`config.mk`:
```
export PLATFORM = sky130hd
export DESIGN_NAME = ram_stream_reader
export DESIGN_NICKNAME = d
export VERILOG_FILES = /design/src/rtl/ram_pkg.sv /design/src/rtl/ram_stream_reader.sv
export SDC_FILE = /design/constraint.sdc
export NUM_CORES = 1
export LEC_CHECK = 0
export BUFFER_PORTS_ARGS = -buffer_cell sky130_fd_sc_hd__buf_2
export CAP_MARGIN = 40
export CELL_PAD_IN_SITES_DETAIL_PLACEMENT = 1
export CELL_PAD_IN_SITES_GLOBAL_PLACEMENT = 1
export CORE_ASPECT_RATIO = 2
export CORE_MARGIN = 3
export CORE_UTILIZATION = 30
export CTS_BUF_LIST = sky130_fd_sc_hd__clkbuf_8
export CTS_CLUSTER_SIZE = 16
export DETAILED_ROUTE_END_ITERATION = 8
export PLACE_DENSITY_LB_ADDON = 0.2
export SLEW_MARGIN = 20
export SYNTH_ARGS = -nofsm -noshare
export SYNTH_HDL_FRONTEND = slang
export SYNTH_SLANG_ARGS = --single-unit
```
`constraint.sdc`:
```
create_clock -name clk -period 2.5 [get_ports clk]
set_input_delay 0.125 -clock clk [delete_from_list [all_inputs] [get_ports clk]]
set_output_delay 0.125 -clock clk [all_outputs]
set_load 0.02 [all_outputs]
```
`src/rtl/ram_pkg.sv`:
```
// ram_pkg: shared definitions for the Malloc/RAM library.
// Provides:
//   RAM_ADDR_W, RAM_DATA_W : default address / data widths of the library RAMs
//   state_t                : ram_stream_reader FSM state encoding {IDLE, STREAM}
package ram_pkg;

  localparam int RAM_ADDR_W = 6;
  localparam int RAM_DATA_W = 16;

  typedef enum logic [0:0] {
    IDLE   = 1'b0,
    STREAM = 1'b1
  } state_t;

endpackage

```
`src/rtl/ram_stream_reader.sv`:
```
// ram_stream_reader: reads cmd_len words starting at cmd_addr from a RAM
// asynchronous read port and delivers them as a registered stream.
// Ports:
//   clk, RST                    : clock, synchronous active-high reset
//   cmd_valid/cmd_ready         : command handshake (cmd_addr, cmd_len)
//   rd_addr / rd_data           : RAM async read port (registered address)
//   m_valid/m_ready             : output stream handshake (m_data, m_last)
//   busy                        : high while streaming (exposes FSM state)
//   done                        : one-cycle pulse after a command completes
//
// Handshakes: a transfer happens on a rising edge where valid and ready are
// both high. A producer holds valid and its payload steady until that edge
// and never drops valid without a transfer (reset excepted).
//
// LEN_WIDTH must be at least ADDR_WIDTH+1 so a full-depth sweep fits.
module ram_stream_reader
  import ram_pkg::*;
#(
  parameter int ADDR_WIDTH = RAM_ADDR_W,
  parameter int DATA_WIDTH = RAM_DATA_W,
  parameter int LEN_WIDTH  = 7
) (
  input  logic                  clk,
  input  logic                  RST,
  input  logic                  cmd_valid,
  output logic                  cmd_ready,
  input  logic [ADDR_WIDTH-1:0] cmd_addr,
  input  logic [LEN_WIDTH-1:0]  cmd_len,
  output logic [ADDR_WIDTH-1:0] rd_addr,
  input  logic [DATA_WIDTH-1:0] rd_data,
  output logic                  m_valid,
  input  logic                  m_ready,
  output logic [DATA_WIDTH-1:0] m_data,
  output logic                  m_last,
  output logic                  busy,
  output logic                  done
);

  state_t                state;
  logic [ADDR_WIDTH-1:0] ptr;
  logic [LEN_WIDTH-1:0]  remaining;
  logic                  load_en;

  // The output register takes a new word whenever one is still owed and the
  // register is empty or being drained this cycle.
  assign load_en = (state == STREAM) && (remaining != '0) && (!m_valid || m_ready);

  always_ff @(posedge clk) begin
    if (RST) begin
      state     <= IDLE;
      ptr       <= '0;
      remaining <= '0;
      m_valid   <= 1'b0;
      m_last    <= 1'b0;
      m_data    <= '0;
      done      <= 1'b0;
    end else begin
      done <= 1'b0;
      case (state)
        IDLE: begin
          if (cmd_valid) begin
            ptr       <= cmd_addr;
            remaining <= cmd_len;
            if (cmd_len != '0) begin
              state <= STREAM;
            end else begin
              // Empty command: nothing to stream, just report completion.
              done <= 1'b1;
            end
          end
        end
        STREAM: begin
          if (load_en) begin
            m_data    <= rd_data;
            m_valid   <= 1'b1;
            m_last    <= (remaining == LEN_WIDTH'(1));
            // Wraps naturally modulo the RAM depth.
            ptr       <= ptr + ADDR_WIDTH'(1);
            remaining <= remaining - LEN_WIDTH'(1);
          end else if (m_valid && m_ready) begin
            m_valid <= 1'b0;
          end
          if (m_valid && m_ready && m_last) begin
            state <= IDLE;
            done  <= 1'b1;
          end
        end
        default: state <= IDLE;
      endcase
    end
  end

  assign cmd_ready = (state == IDLE);
  assign busy      = (state == STREAM);
  assign rd_addr   = ptr;

endmodule
```
==> results of run 1 <==
[kinds of logic (layout without fill, tap and decap cells)]
group / Yosys count / after routing
and+or+nand+nor: 78 / 78
muxes: 1 / 1
DFF: 33 / 33
buffers and inverters: 18 / 77
AOI/OAI and AO/OA: 62 / 62
adders and majority gates: 4 / 4
[worst max-delay path, cell delays in order, from the launching register on]
cell and delay (ns):
dfxtp_1 0.34, nor3_1 0.52, a311oi_4 0.18, buf_4 0.26, o221a_1 0.29, a31o_1 0.18
[worst paths after layout]
| check | slack (ns) | depth (start not counted) | from | end |
|---|---|---|---|---|
| setup / recovery | 0.62 | 5 | remaining[6] | rd_addr[5] |
| hold / removal | 0.06 | 3 | rd_data[10] | m_data[10] |
| setup reg to reg | 0.62 | 5 | remaining[6] | rd_addr[5] |
| hold reg to reg | 0.46 | 2 | m_data[13] | m_data[13] |
[final cells by class]
class	count	share of cell area
well taps	58	0.0353
inverters	4	0.00731
multi-input cells	145	0.420
flip-flops and latches	33	0.322
repair buffers	65	0.166
clock inverters	1	0.00244
clock buffers	7	0.0469
[routing by layer]
layer,vias up,part of all wire,GRT usage
li1,825,-,-
met1,807,0.37,0.182
met2,52,0.56,0.345
met3,14,0.041,0.0306
met4,0,0.028,0.0813
met5,-,0,0
[stage by stage]
step                      setup WS, ns  power, uW  instances  hold slack [ns]  area [um2]
after global routing             0.513       1550        313           0.0646        2050
after floorplan                  0.838        878        196            0.261        1620
after CTS                        0.624       1480        313           0.0601        2050
after detailed placement         0.630       1020        305            0.373        1950
final                            0.618       1460        313           0.0644        2050
after global placement           0.683       1010        305            0.367        1950
[state kept, by name, indices dropped and copies added, names as in the netlist]
| signal | cells |
|---|---|
| m_last | 1 |
| done | 1 |
| rd_addr | 6 |
| busy | 1 |
| m_valid | 1 |
| m_data | 16 |
| remaining | 7 |
[synthesized netlist by cell type, types with 3 or more instances]
cell / number
a21oi_1: 25
nor2b_1: 3
nor4_1: 3
a31oi_1: 3
nor3_1: 5
o21ai_1: 3
nor2_1: 6
buf_6: 3
ha_1: 4
dfxtp_1: 33
nand3_1: 8
a22oi_1: 3
buf_2: 4
clkbuf_1: 6
a2bb2oi_1: 4
o32ai_1: 5
nand2_1: 43
inv_1: 3
[power breakdown]
part | switching (uW) | internal (uW)
Combinational | 236 | 151
Sequential | 39.0 | 574
Clock | 207 | 249
[cells in the final DEF (no fill, tap or decap), types with 3 or more instances in the layout]
cell / n
a21oi_1: 25
a22oi_1: 3
a2bb2oi_1: 4
a31oi_1: 3
buf_2: 59
buf_4: 6
clkbuf_8: 7
dfxtp_1: 33
ha_1: 4
inv_1: 3
nand2_1: 43
nand3_1: 8
nor2_1: 6
nor2b_1: 3
nor3_1: 5
nor4_1: 3
o21ai_1: 3
o32ai_1: 5
==> impl_metrics.env, run 1 <==
export IMPL_crit_fanout=24
export IMPL_relSlewSlack=0.597
export IMPL_clk_pin_slew_ns=0.07
export IMPL_synth_edf_count=0
export IMPL_io_buffers=59
export IMPL_synth_top_family_by_area="compound AO/OA/AOI/OAI gates"
export IMPL_io_pins=60
export IMPL_firstDrtPassIters=6
export IMPL_coreArea_um2=5180
export IMPL_first_global_vias=1767
export IMPL_cts_hold_buf=0
export IMPL_drtAntennaViolNets=0
export IMPL_synthAdderAreaFrac=0.0310
export IMPL_yosysTopAreaCell="dfxtp_1"
export IMPL_post_route_drc_count=0
export IMPL_ys_seq_elements=33
export IMPL_arrival_ns=2.07
export IMPL_leakage_uw=0.000894
export IMPL_multi_input_area_um2=863
export IMPL_synthToLayoutAreaGrowth_pct=27.0
export IMPL_setup_worst_path_class="flip-flop to flip-flop"
export IMPL_die_x_um=57.9
export IMPL_row_count=37
export IMPL_initial_utilization=0.312
export IMPL_setup_tns_ns=0
export IMPL_grt_max_degree=31
export IMPL_synth_flop_cell="dfxtp_1"
export IMPL_status="complete, no violations"
export IMPL_die_h_um=110
export IMPL_rsz0062_at_grt="no"
export IMPL_min_period_ns=1.88
export IMPL_dr_first_iter_drc_count=58
export IMPL_synth_top_area_share=0.409
export IMPL_num_vias=1698
export IMPL_routed_wl_mm=5.36
export IMPL_gp_congestion=0.787
export IMPL_final_nets=291
export IMPL_die_area_um2=6360
export IMPL_synth_async_reset_ratio=0
export IMPL_cts_max_path_buffers=2
export IMPL_routedWlPerCell_um=17.1
export IMPL_diodes=0
export IMPL_max_freq_mhz=531
export IMPL_grt_pass1_wl_mm=8.61
export IMPL_worstMarginPinSlew_ns=0.602
export IMPL_regArea_um2=661
export IMPL_ys_types=45
export IMPL_fin_skew_ns=0.00859
export IMPL_ys_warn_count=0
export IMPL_p_per_area_nw_per_um2=709
export IMPL_hold_viol=0
export IMPL_setup_viol=0
export IMPL_start_kind="flip-flop"
export IMPL_cts_root_buf="clkbuf_8"
export IMPL_htreeDepth=2
export IMPL_period_share=0.753
export IMPL_crit_path_end_kind="flip-flop"
export IMPL_synth_compound_area_frac=0.262
export IMPL_yosysSeqAreaShare=0.409
export IMPL_clock_latency_ns=0.29
export IMPL_cts_resized_gates=0
export IMPL_drive_above_1_share=0.318
export IMPL_synth_nets=233
export IMPL_finalMaxSlewViolations=0
export IMPL_track_usage=0.180
export IMPL_synth_xor_area_frac=0
export IMPL_grt_ovfl_total=0
export IMPL_antenna_found_initial=0
export IMPL_min_path_type="input port to flip-flop"
export IMPL_maxCapViolations=0
export IMPL_muxShareOfSynthArea=0.00619
export IMPL_required_ns=2.69
export IMPL_yosys_area_share_simple=0.228
export IMPL_syn_area_um2=1620
export IMPL_cts_tree="yes"
export IMPL_synth_area_leaders="dfxtp_1 41%, nand2_1 10%, a21oi_1 7.7%"
export IMPL_syn_instance_count=196
export IMPL_viasPerCell=5.42
export IMPL_fin_util=0.396
export IMPL_place_hpwl_mm=3.99
export IMPL_clock_sinks=33
export IMPL_ir_drop_mv=0.335
export IMPL_cts_buffers_inserted=5
export IMPL_syn_area_per_cell_um2=8.25
export IMPL_fillerInstances=657
export IMPL_cts_setup_buffers=0
Note: power is estimated with default switching activity, not from simulation.
==> run 2, diff against run 1 <==
--- a/config.mk
+++ b/config.mk
@@ -5,6 +5,7 @@
 export SDC_FILE = /design/constraint.sdc
 export NUM_CORES = 1
 export LEC_CHECK = 0
+export ABC_AREA = 1
 export BUFFER_PORTS_ARGS = -buffer_cell sky130_fd_sc_hd__buf_2
 export CAP_MARGIN = 40
 export CELL_PAD_IN_SITES_DETAIL_PLACEMENT = 1
==> constraint.sdc (replaced) <==
create_clock -name clk -period 1.65 [get_ports clk]
set_input_delay 0.0825 -clock clk [delete_from_list [all_inputs] [get_ports clk]]
set_output_delay 0.0825 -clock clk [all_outputs]
set_load 0.02 [all_outputs]
==> run 2 against run 1 <==
Net effect:
- cell count rose by 21%
- area after synthesis rose by 6.1%
- register-to-register slack got worse by 0.47 ns
- worst hold slack got worse by 0.046 ns
- critical path depth rose by 5
- critical endpoint is now remaining[4]
- sequential share of layout area fell by 1.6 points
- sequential power rose by 58%
- largest cell class unchanged
- total power rose by 54%
- via count rose by 6.2%
- clock-buffer cell count fell by 2
==> impl_metrics.env, run 2 <==
export IMPL_status="complete, no violations"
export IMPL_routed_top_layer="met4"
export IMPL_maxCapViolations=0
export IMPL_dr_first_iter_drc_count=52
export IMPL_start_kind="flip-flop"
export IMPL_routed_wl_mm=5.30
export IMPL_max_freq_mhz=667
export IMPL_period_share=0.908
export IMPL_crit_family="flip-flops"
export IMPL_grt_ovfl_total=0
export IMPL_hold_viol=0
export IMPL_synthTopCellsByCount="51 x nand2_1, 33 x dfxtp_1, 33 x nor2_1"
export IMPL_finalNonFillerCells=378
export IMPL_cts_buffers_inserted=5
export IMPL_cts_root_buf="clkbuf_8"
export IMPL_relSlewSlack=0.776
export IMPL_yosysTopAreaCell="dfxtp_1"
export IMPL_antenna_found_initial=0
export IMPL_synth_async_reset_ratio=0
export IMPL_syn_instance_count=254
export IMPL_max_stage_delay_ns=0.37
export IMPL_die_area_um2=6720
export IMPL_num_vias=1803
export IMPL_regMostFlops="m_data"
export IMPL_cts_tree="yes"
export IMPL_cts_resized_gates=0
export IMPL_cp_common_cell="nand2_1"
export IMPL_final_common_cell="buf_2"
export IMPL_crit_path_end_kind="flip-flop"
export IMPL_firstDrtPassIters=4
export IMPL_routed_wl_met3_um=228
export IMPL_initial_utilization=0.314
export IMPL_synth_flop_cell="dfxtp_1"
export IMPL_min_path_type="input port to flip-flop"
export IMPL_clock_sinks=33
export IMPL_synth_area_leaders="dfxtp_1 39%, nand2_1 11%, o21ai_0 7.6%"
export IMPL_mostFrequentLayoutCells="59 x buf_2, 51 x nand2_1, 33 x inv_1, 33 x nor2_1, 32 x dfxtp_1"
export IMPL_arrival_ns=1.68
export IMPL_largest_register_ffs=16
export IMPL_synthToLayoutAreaGrowth_pct=26.3
export IMPL_rsz0062_at_grt="no"
export IMPL_grt_max_degree=35
export IMPL_io_pins=60
export IMPL_ir_drop_mv=0.627
export IMPL_slowest_stage="dfxtp_2"
export IMPL_ys_seq_elements=33
export IMPL_crit_fanout=5
export IMPL_cts_hold_buf=0
export IMPL_crit_chain="inv_1 > ha_1 > inv_1 > nor2_1 > a21oi_1 > o21ai_0 > nand2_1 > nand2_1 > nand2_1 > nor2_1"
export IMPL_clk_pin_slew_ns=0.07
export IMPL_cts_setup_buffers=0
export IMPL_setup_viol=0
export IMPL_diodes=0
export IMPL_leakage_uw=0.00112
export IMPL_post_route_drc_count=0
export IMPL_setup_worst_path_class="flip-flop to flip-flop"
export IMPL_finalMaxSlewViolations=0
export IMPL_final_nets=354
export IMPL_io_buffers=59
export IMPL_drtAntennaViolNets=0
export IMPL_die_x_um=59.5
export IMPL_setup_tns_ns=0
export IMPL_route_met2_wl_mm=3.01
export IMPL_syn_area_um2=1720
export IMPL_track_usage=0.166
export IMPL_yosysMostFrequentCell="nand2_1"
export IMPL_yosysSeqAreaShare=0.385
export IMPL_row_count=38
export IMPL_wl_met1_mm=1.92
export IMPL_ys_warn_count=0
export IMPL_crit_buf_inv=2
export IMPL_worstMarginPinSlew_ns=0.335
export IMPL_htreeDepth=2
export IMPL_cts_max_path_buffers=2
export IMPL_coreArea_um2=5470
export IMPL_grt_pass1_wl_mm=8.50
export IMPL_place_inst=370
export IMPL_gp_congestion=0.841
export IMPL_place_hpwl_mm=4.11
export IMPL_drive_above_1_share=0.283
export IMPL_die_h_um=113
export IMPL_required_ns=1.83
export IMPL_synth_top_area_share=0.385
export IMPL_min_period_ns=1.50
export IMPL_routedWlPerCell_um=14.0
export IMPL_fin_skew_ns=0.00250
export IMPL_first_global_vias=1854
export IMPL_ys_types=27
export IMPL_viasPerCell=4.77
export IMPL_p_per_area_nw_per_um2=1040
export IMPL_synth_edf_count=0
export IMPL_clock_latency_ns=0.28
export IMPL_syn_area_per_cell_um2=6.75
export IMPL_fillerInstances=757
export IMPL_synth_nets=291
## run 2: changes by cell type in the layout (fill, tap and decap cells not counted), moves of 4 or more
cell       previous run  this run
a21oi_1              25        20
a2bb2oi_1             4         0
inv_1                 3        33
nand2_1              43        51
nand3_1               8        21
nor2_1                6        33
nor3_1                5         1
o21ai_0               2        26
o32ai_1               5         0
## run 2: metal layers
metal | vias to the layer above | global-route usage
met5 | - | 0
li1 | 924 | -
met2 | 43 | 0.320
met3 | 9 | 0.0308
met1 | 827 | 0.163
met4 | 0 | 0.0666
## run 2: worst reg2reg max path, delay by kind of cell (launching register included)
| family | cells | cell delay [ns] |
|---|---|---|
| flip-flops | 1 | 0.37 |
| adder cells (fa/ha/maj) | 1 | 0.23 |
| buffers and inverters | 2 | 0.20 |
| AND/OR/NAND/NOR | 5 | 0.27 |
| AO/OA/AOI/OAI | 2 | 0.32 |
## run 2: power by group
group,leakage (uW),switching (uW),internal (uW),total (uW)
sequential,0.000273,72.3,895,967
clock,0.0000491,299,286,585
combinational,0.000800,443,253,695
total,0.00112,814,1430,2250
## run 2: logic make-up after synthesis
kind of cell	Yosys count	synth area share
AOI/OAI and AO/OA	50	0.152
adders and majority gates	4	0.0292
buffers and inverters	48	0.125
DFF	33	0.385
and+or+nand+nor	119	0.309
## run 2: area by class of cell
cell class / count / area [um2] / area share
Clock buffer: 5 / 68.8 / 0.0318
Clock inverter: 3 / 13.8 / 0.00635
Inverter: 36 / 135 / 0.0624
Multi-Input combinational cell: 173 / 841 / 0.388
Sequential cell: 33 / 662 / 0.306
Tap cell: 60 / 75.1 / 0.0347
Timing Repair Buffer: 68 / 370 / 0.171
## run 2: path summary, 6_finish.rpt
check        slack [ns]  cells past startpoint            to         start
max                0.15                     10  remaining[4]  remaining[0]
min                0.02                      2    rd_addr[5]           RST
max reg2reg        0.15                     10  remaining[4]  remaining[0]
min reg2reg        0.44                      2    m_data[15]    m_data[15]
## run 2: per-stage QoR
stage / util / hold slack [ns] / worst slack, ns / total power, uW / area, um2
after floorplan: - / 0.145 / 0.319 / 1450 / 1720
after global placement: 0.379 / 0.323 / 0.166 / 1670 / 2070
after detailed placement: 0.379 / 0.324 / 0.0900 / 1680 / 2070
after CTS: 0.395 / 0.0189 / 0.0737 / 2280 / 2160
after global routing: 0.396 / 0.0263 / 0.0123 / 2410 / 2170
final: 0.396 / 0.0180 / 0.152 / 2250 / 2170
==> run 3, diff against run 2 <==
--- a/config.mk
+++ b/config.mk
@@ -17,6 +17,7 @@
 export CTS_CLUSTER_SIZE = 16
 export DETAILED_ROUTE_END_ITERATION = 8
 export PLACE_DENSITY_LB_ADDON = 0.2
+export SETUP_SLACK_MARGIN = 0.2
 export SLEW_MARGIN = 20
 export SYNTH_ARGS = -nofsm -noshare
 export SYNTH_HDL_FRONTEND = slang
==> run 3 against run 2 <==
Net effect:
- clock-buffer cell count stayed put
- total power rose by 8.9%
- global-route usage is 0.12 points higher
- design area grew 13%
- critical path type unchanged
- sequential cell count is the same
==> impl_metrics.env, run 3 (same netlist as run 2, synthesis figures left out) <==
export IMPL_worstMarginPinSlew_ns=0.506
export IMPL_finalWorstSetupSlack_ns=0.221
export IMPL_grt_ovfl_total=0
export IMPL_crit_path_end_kind="flip-flop"
export IMPL_reg2reg_depth=10
export IMPL_grt_max_degree=35
export IMPL_post_place_ws_ns=0.0900
export IMPL_p_comb_frac=0.362
export IMPL_period_share=0.866
export IMPL_fin_skew_ns=0.00279
export IMPL_maxCapViolations=0
export IMPL_p_int_uw=1540
export IMPL_p_per_area_nw_per_um2=1000
export IMPL_routedWlPerCell_um=15.1
export IMPL_largest_register_ffs=16
export IMPL_total_power_uw=2450
export IMPL_max_freq_mhz=700
export IMPL_die_area_um2=6720
export IMPL_reg2reg_from="remaining[0]"
export IMPL_leakage_uw=0.00124
export IMPL_mostFrequentLayoutCells="59 x buf_2, 50 x nand2_1, 31 x nor2_1, 31 x dfxtp_1, 29 x inv_1"
export IMPL_finalMaxSlewViolations=0
export IMPL_regMostFlops="m_data"
export IMPL_io_pins=60
export IMPL_final_nets=363
export IMPL_finalNonFillerCells=387
export IMPL_antenna_found_initial=0
export IMPL_min_period_ns=1.43
export IMPL_routed_wl_mm=5.84
export IMPL_status="complete, no violations"
export IMPL_viasPerCell=4.94
export IMPL_place_inst=370
export IMPL_place_hpwl_mm=4.11
export IMPL_clock_sinks=33
export IMPL_finalInstanceArea_um2=2450
export IMPL_die_h_um=113
export IMPL_firstDrtPassIters=4
export IMPL_grt_pass1_wl_mm=8.54
export IMPL_num_vias=1912
export IMPL_power_frac_clock=0.241
export IMPL_arrival_ns=1.64
export IMPL_r2r_end="remaining[0]"
export IMPL_cts_tree="yes"
export IMPL_row_count=38
export IMPL_start_kind="flip-flop"
export IMPL_cts_buffers_inserted=5
export IMPL_whs_endpoint="rd_addr[5]"
export IMPL_hold_path_depth=2
export IMPL_io_buffers=59
export IMPL_seqPwrFrac=0.396
export IMPL_placed_cell_area_um2=2070
export IMPL_htreeDepth=2
export IMPL_hold_viol=0
export IMPL_relSlewSlack=0.663
export IMPL_required_ns=1.86
export IMPL_diodes=0
export IMPL_cts_max_path_buffers=2
export IMPL_track_usage=0.168
export IMPL_coreArea_um2=5470
export IMPL_die_x_um=59.5
export IMPL_clock_latency_ns=0.29
export IMPL_synthToLayoutAreaGrowth_pct=42.6
export IMPL_crit_fanout=7
export IMPL_clk_pin_slew_ns=0.07
export IMPL_p_sw_uw=903
export IMPL_final_common_cell="buf_2"
export IMPL_dr_first_iter_drc_count=70
export IMPL_post_route_drc_count=0
export IMPL_ir_drop_mv=0.644
export IMPL_drive_above_1_share=0.385
export IMPL_r2r_setup_slack_ns=0.22
export IMPL_gp_congestion=0.841
export IMPL_min_path_type="input port to flip-flop"
export IMPL_rsz0062_at_grt="yes"
export IMPL_setup_viol=0
export IMPL_first_global_vias=1868
export IMPL_hold_start="RST"
export IMPL_initial_utilization=0.314
export IMPL_drtAntennaViolNets=0
export IMPL_fillerInstances=733
export IMPL_cts_root_buf="clkbuf_8"
export IMPL_setup_tns_ns=0
export IMPL_setup_worst_path_class="flip-flop to flip-flop"
export IMPL_swShare=0.369
[run 3: changes by cell type in the layout (fill, tap and decap cells not counted), sizes merged]
cell	delta
buf	+5
clkbuf	+4
[run 3: power by group through the flow]
stage | combinational [uW] | clock [uW] | sequential, uW
4_1_cts | 712 | 612 | 969
2_1_floorplan | 390 | 0 | 1060
6_report | 887 | 590 | 970
3_5_place_dp | 698 | 0 | 986
3_3_place_gp | 685 | 0 | 985
5_1_grt | 981 | 633 | 985
[run 3: worst max path at each step]
stage	from	endpoint	slack [ns]	cells past startpoint
after floorplan	remaining[0]	m_data[10]	0.32	9
after global placement	remaining[1]	m_data[8]	0.17	9
after detailed placement	remaining[0]	m_data[9]	0.09	9
after CTS	remaining[1]	m_data[9]	0.18	9
after global routing	remaining[0]	remaining[0]	0.16	10
final	remaining[0]	remaining[0]	0.22	10
[run 3: metrics by stage]
step,hold WS (ns),util
after detailed placement,0.324,0.379
after floorplan,0.145,-
final,0.0184,0.447
after global routing,0.0253,0.447
after CTS,0.0189,0.398
after global placement,0.323,0.379
[run 3: metal layers]
layer,part of all wire,wire length [um],global-route usage,vias to the layer above
met5,0,0,0,-
met2,0.59,3420,0.320,48
met4,0.032,189,0.0711,0
met1,0.34,2010,0.165,898
li1,-,-,-,951
met3,0.038,224,0.0297,15
[run 3: what timing repair did]
item,in CTS,in global routing
setup buffers,0,5
endpoints found under the setup margin,30,31
hold buffers,0,0
pin swaps,0,14
resized for setup,6,53
cloned,0,4
[run 3: cell type report]
| class | count | area [um2] | share of cell area |
|---|---|---|---|
| Tap cell | 60 | 75.1 | 0.0307 |
| Multi-Input combinational cell | 173 | 955 | 0.390 |
| Sequential cell | 33 | 666 | 0.272 |
| Clock buffer | 5 | 68.8 | 0.0281 |
| Inverter | 36 | 143 | 0.0583 |
| Clock inverter | 3 | 13.8 | 0.00563 |
| Timing Repair Buffer | 77 | 526 | 0.215 |
[run 3: critical path: stages, from the launching register on]
cell and delay [ns]:
dfxtp_4 0.38, inv_4 0.05, ha_4 0.15, inv_2 0.04
nor2_2 0.03, nand2_2 0.07, nand3_4 0.18, buf_12 0.22
nand3_2 0.06, nand2_1 0.06, nor2_1 0.12
